## src/rtl/fb_write_scheduler.sv

```systemverilog
// Single write-port owner for the frameRAM frame buffer: round-robin blue/red trail writes
// plus a full-screen clear engine that fills the buffer with the background word.
module fb_write_scheduler #(
  parameter int unsigned WORDS      = 153600,
  parameter logic [15:0] CLEAR_WORD = 16'h0808,
  parameter int unsigned ADDR_W     = 19
) (
  input  logic              Clk,
  input  logic              Reset,
  input  logic              clear_start,
  output logic              clear_busy,
  output logic              clear_done,
  input  logic              blue_req,
  input  logic [ADDR_W-1:0] blue_addr,
  input  logic [15:0]       blue_data,
  output logic              blue_ack,
  input  logic              red_req,
  input  logic [ADDR_W-1:0] red_addr,
  input  logic [15:0]       red_data,
  output logic              red_ack,
  output logic              WE,
  output logic [ADDR_W-1:0] write_address,
  output logic [15:0]       Data_In
);

  localparam logic [ADDR_W-1:0] LAST_ADDR = ADDR_W'(WORDS - 1);

  typedef enum logic {SERVE, CLEAR} state_t;

  state_t            state_q, state_d;
  logic [ADDR_W-1:0] cnt_q, cnt_d;
  logic              last_red_q, last_red_d;
  logic              we_q, we_d;
  logic [ADDR_W-1:0] addr_q, addr_d;
  logic [15:0]       data_q, data_d;
  logic              blue_ack_q, blue_ack_d;
  logic              red_ack_q, red_ack_d;
  logic              busy_q, busy_d;
  logic              done_q, done_d;
  logic              blue_elig, red_elig;
  logic              grant_blue, grant_red;

  always_ff @(posedge Clk) begin
    if (Reset) begin
      state_q    <= SERVE;
      cnt_q      <= '0;
      last_red_q <= 1'b1;
      we_q       <= 1'b0;
      addr_q     <= '0;
      data_q     <= '0;
      blue_ack_q <= 1'b0;
      red_ack_q  <= 1'b0;
      busy_q     <= 1'b0;
      done_q     <= 1'b0;
    end else begin
      state_q    <= state_d;
      cnt_q      <= cnt_d;
      last_red_q <= last_red_d;
      we_q       <= we_d;
      addr_q     <= addr_d;
      data_q     <= data_d;
      blue_ack_q <= blue_ack_d;
      red_ack_q  <= red_ack_d;
      busy_q     <= busy_d;
      done_q     <= done_d;
    end
  end

  // A request still showing its ack was already consumed last cycle, so it is not eligible again.
  always_comb begin
    blue_elig  = blue_req & ~blue_ack_q;
    red_elig   = red_req & ~red_ack_q;
    grant_blue = blue_elig & (~red_elig | last_red_q);
    grant_red  = red_elig & ~grant_blue;
  end

  always_comb begin
    state_d    = state_q;
    cnt_d      = cnt_q;
    last_red_d = last_red_q;
    we_d       = 1'b0;
    addr_d     = addr_q;
    data_d     = data_q;
    blue_ack_d = 1'b0;
    red_ack_d  = 1'b0;
    busy_d     = busy_q;
    done_d     = 1'b0;

    if (clear_start) begin
      state_d = CLEAR;
      cnt_d   = '0;
      busy_d  = 1'b1;
      we_d    = 1'b1;
      addr_d  = '0;
      data_d  = CLEAR_WORD;
    end else if (state_q == CLEAR) begin
      if (cnt_q == LAST_ADDR) begin
        state_d = SERVE;
        busy_d  = 1'b0;
        done_d  = 1'b1;
      end else begin
        cnt_d  = cnt_q + ADDR_W'(1);
        we_d   = 1'b1;
        addr_d = cnt_q + ADDR_W'(1);
        data_d = CLEAR_WORD;
      end
    end else if (grant_blue) begin
      blue_ack_d = 1'b1;
      last_red_d = 1'b0;
      addr_d     = blue_addr;
      data_d     = blue_data;
      we_d       = (blue_addr <= LAST_ADDR);
    end else if (grant_red) begin
      red_ack_d  = 1'b1;
      last_red_d = 1'b1;
      addr_d     = red_addr;
      data_d     = red_data;
      we_d       = (red_addr <= LAST_ADDR);
    end
  end

  assign WE            = we_q;
  assign write_address = addr_q;
  assign Data_In       = data_q;
  assign blue_ack      = blue_ack_q;
  assign red_ack       = red_ack_q;
  assign clear_busy    = busy_q;
  assign clear_done    = done_q;

endmodule

```

## config.mk

```make
export PLATFORM = sky130hd
export DESIGN_NAME = fb_write_scheduler
export DESIGN_NICKNAME = d
export VERILOG_FILES = /design/src/rtl/fb_write_scheduler.sv
export SDC_FILE = /design/constraint.sdc
export NUM_CORES = 1
export LEC_CHECK = 0
export CORE_MARGIN = 2
export CORE_UTILIZATION = 40
export CTS_CLUSTER_DIAMETER = 50
export DETAILED_ROUTE_END_ITERATION = 8
export GPL_ROUTABILITY_DRIVEN = 0
export GPL_TIMING_DRIVEN = 0
export PLACE_DENSITY = 0.68
export SETUP_SLACK_MARGIN = 0.3
export SYNTH_ARGS = -nofsm -noshare
export SYNTH_HDL_FRONTEND = slang
export SYNTH_SLANG_ARGS = --single-unit
```

## constraint.sdc

```tcl
create_clock -name Clk -period 2.45 [get_ports Clk]
set_input_delay 0.3675 -clock Clk [delete_from_list [all_inputs] [get_ports Clk]]
set_output_delay 0.3675 -clock Clk [all_outputs]
set_load 0.05 [all_outputs]
```

==> results_dict.tcl <==
set metrics [dict create \
    status "finished, final reports clean" \
    yosys-mux-area-fraction 0.0723 \
    r2r-start "cnt_q[8]" \
    critPathCaptureType "flip-flop" \
    drive_gt1_frac 0.167 \
    core-area_um2 8640 \
    totalWireLength_um 11600 \
    switchingPower_mw 0.767 \
    power_frac_clock 0.406 \
    setup_tns_ns 0 \
    fin_ws_ns 0.414 \
    netlist_area_um2 3510 \
    synth_top_area_frac 0.348 \
    synth-edff-count 0 \
    yosysMostFrequentCell "dfxtp_1" \
    path_cells "clkdlybuf4s50_1 -> or3b_1 -> nand2_4 -> clkbuf_4 -> mux2_2 -> nand3_1 -> a21oi_2" \
    nNetsFinal 623 \
    synth-adder-area-share 0.00356 \
    crit_slowest_cell "clkdlybuf4s50_1" \
    overflow 0 \
    combinationalPowerShare 0.216 \
    numCtsBuffers 9 \
    antenna_found_initial 0 \
    final_hold_viol_count 0 \
    port_buffers 112 \
    clock_sinks 61 \
    total_power_mw 2.77 \
    synth_area_leaders "dfxtp_1, nand3_1, mux2_2" \
    p_per_area_nw_per_um2 538 \
    rows 34 \
    relSlewSlack 0.578 \
    ioPinCount 115 \
    clk_latency_ns 0.36 \
    cp.buffers_inverters 2 \
    ys_seq_area_frac 0.348 \
    max_stage_delay_ns 0.48 \
    fmax_ghz 0.491 \
    layout_min_cycle_time_ns 2.04 \
    postPlaceCellArea_um2 4770 \
    grt_pass1_vias 3713 \
    critical_path.max_fanout 10 \
    fp.dieW_um 97.7 \
    dp.cells 635 \
    route.vias.total 3669 \
    vias_per_cell 5.56 \
    post-place-ws_ns -0.0951 \
    synth_fp_nets 491 \
    drc 0 \
    yosys_register_bits 61 \
    skew_ns 0.00988 \
    p_int_mw 2.00 \
    rsz0062_at_grt "no" \
    ys_types 63 \
    crit_arrival_ns 2.26 \
    clockBufferDepth 2 \
    start_util 0.407 \
    power.leakage_nw 1.91 \
    fin_cells 660 \
    path_class "in -> reg" \
    clock-root-buffer "clkbuf_8" \
    utilization 0.596 \
    async_reset_ff_frac 0 \
    grt_usage 0.246 \
    synthXorXnorAreaFrac 0.0674 \
    grt_max_degree 11 \
    sequentialPowerShare 0.378 \
    synthTopCellsByCount "dfxtp_1, nand3_1, o21ai_0" \
    dp_hpwl_um 8620 \
    drt_first_pass_iters 6 \
    critPathLaunchType "primary input" \
    die_h_um 97.7 \
    post-route-cell-area_um2 5140 \
    slew_violations 0 \
    hold_path_class "in -> reg" \
    n_antenna_cell 0 \
    synth_cells 415 \
    area_delta_synth_final_pct 46.5 \
    cts-htree-levels 3 \
    setup_viol 0 \
    synth_top_area_cell "dfxtp_1" \
    crit_required_ns 2.68 \
    ant_nets 0 \
    worst_slew_pin_slew_ns 0.631 \
    yosys.area_share.simple 0.258 \
    cts_tree "done" \
    synth_area_per_cell_um2 8.46 \
    wl_per_cell_um 17.5 \
    min-delay-start "Reset" \
    crit_start "red_req" \
    synth_compound_area_frac 0.180 \
    yosysWarningCount 0 \
    worst_path_dominant_cell_family "simple AND/OR/NAND/NOR gates" \
    grt_pass1_wl_um 18700 \
    path_clk_slew_ns 0.07 \
    post-route-period-util 0.831 \
    die_area_um2 9540 \
    switching_share 0.277 \
    dominantRegCellSynth "dfxtp_1" \
    first_iter_violations 173 \
    synth_top_family_by_area "simple AND/OR/NAND/NOR gates" \
    maxCapViolCount 0 \
    ir_drop_v 0.000315 \
    holdWs_ns 0.369 \
]
-- sequential cells by signal, summed over array words and instances (netlist names) --
signal,count
blue_ack,1
cnt_q,19
clear_done,1
Data_In,16
last_red_q,1
red_ack,1
write_address,19
WE,1
state_q,1
clear_busy,1
-- area by class of cell --
class | instances | area, µm²
Sequential cell | 61 | 1230
Buffer | 36 | 243
Clock inverter | 4 | 95.1
Clock buffer | 12 | 145
Inverter | 3 | 11.3
Fill cell | 785 | 3490
Tap cell | 108 | 135
Timing Repair Buffer | 121 | 1190
Multi-Input combinational cell | 315 | 2100
-- final timing paths --
kind            endpoint  slack [ns]  cells past startpoint
min           clear_busy        0.37                      2
max          Data_In[14]        0.41                      7
min reg2reg   Data_In[8]        0.45                      2
max reg2reg  Data_In[11]        0.42                      7
-- cells in the final DEF (no fill, tap or decap), drive strengths merged, types with 4 or more instances in the layout --
| cell type | count |
|---|---|
| mux2 | 19 |
| o211ai | 9 |
| nand3 | 57 |
| clkbuf | 30 |
| nor2 | 29 |
| nand4 | 6 |
| nor3 | 11 |
| mux2i | 4 |
| nand2 | 27 |
| dfxtp | 61 |
| and4 | 4 |
| clkdlybuf4s50 | 112 |
| xnor2 | 7 |
| o21ai | 40 |
| a21oi | 32 |
| xor2 | 20 |
| buf | 23 |
| nor4 | 6 |
-- power by group through the flow --
stage	clock (mW)	sequential, mW	combinational (mW)
6_report	1.12	1.05	0.599
5_1_grt	1.18	1.05	0.639
4_1_cts	1.13	1.05	0.592
3_5_place_dp	0	1.07	0.580
3_3_place_gp	0	1.07	0.576
2_1_floorplan	0	1.18	0.216
-- cell families after synthesis --
| family | Yosys count |
|---|---|
| AOI/OAI and AO/OA | 102 |
| xor gates and xnor gates | 27 |
| adders and majority gates | 1 |
| buffers and inverters | 39 |
| DFF | 61 |
| muxes | 23 |
| and+or+nand+nor | 162 |
-- timing repair --
item | 4_1_cts | 5_1_grt
hold buffers | 0 | 0
pin swaps | 1 | 1
buffers inserted | 4 | 5
gates resized for setup | 6 | 12
setup endpoints to repair | 41 | 41
cloned | 0 | 0
hold endpoints to repair | 0 | 0
-- per-layer routing --
layer,global-route usage,up-vias,part of all wire
li1,-,1768,-
met3,0.0518,34,0.056
met2,0.399,156,0.46
met5,0,-,0
met1,0.316,1711,0.44
met4,0.105,0,0.037
Note: power is estimated with default switching activity, not from simulation.
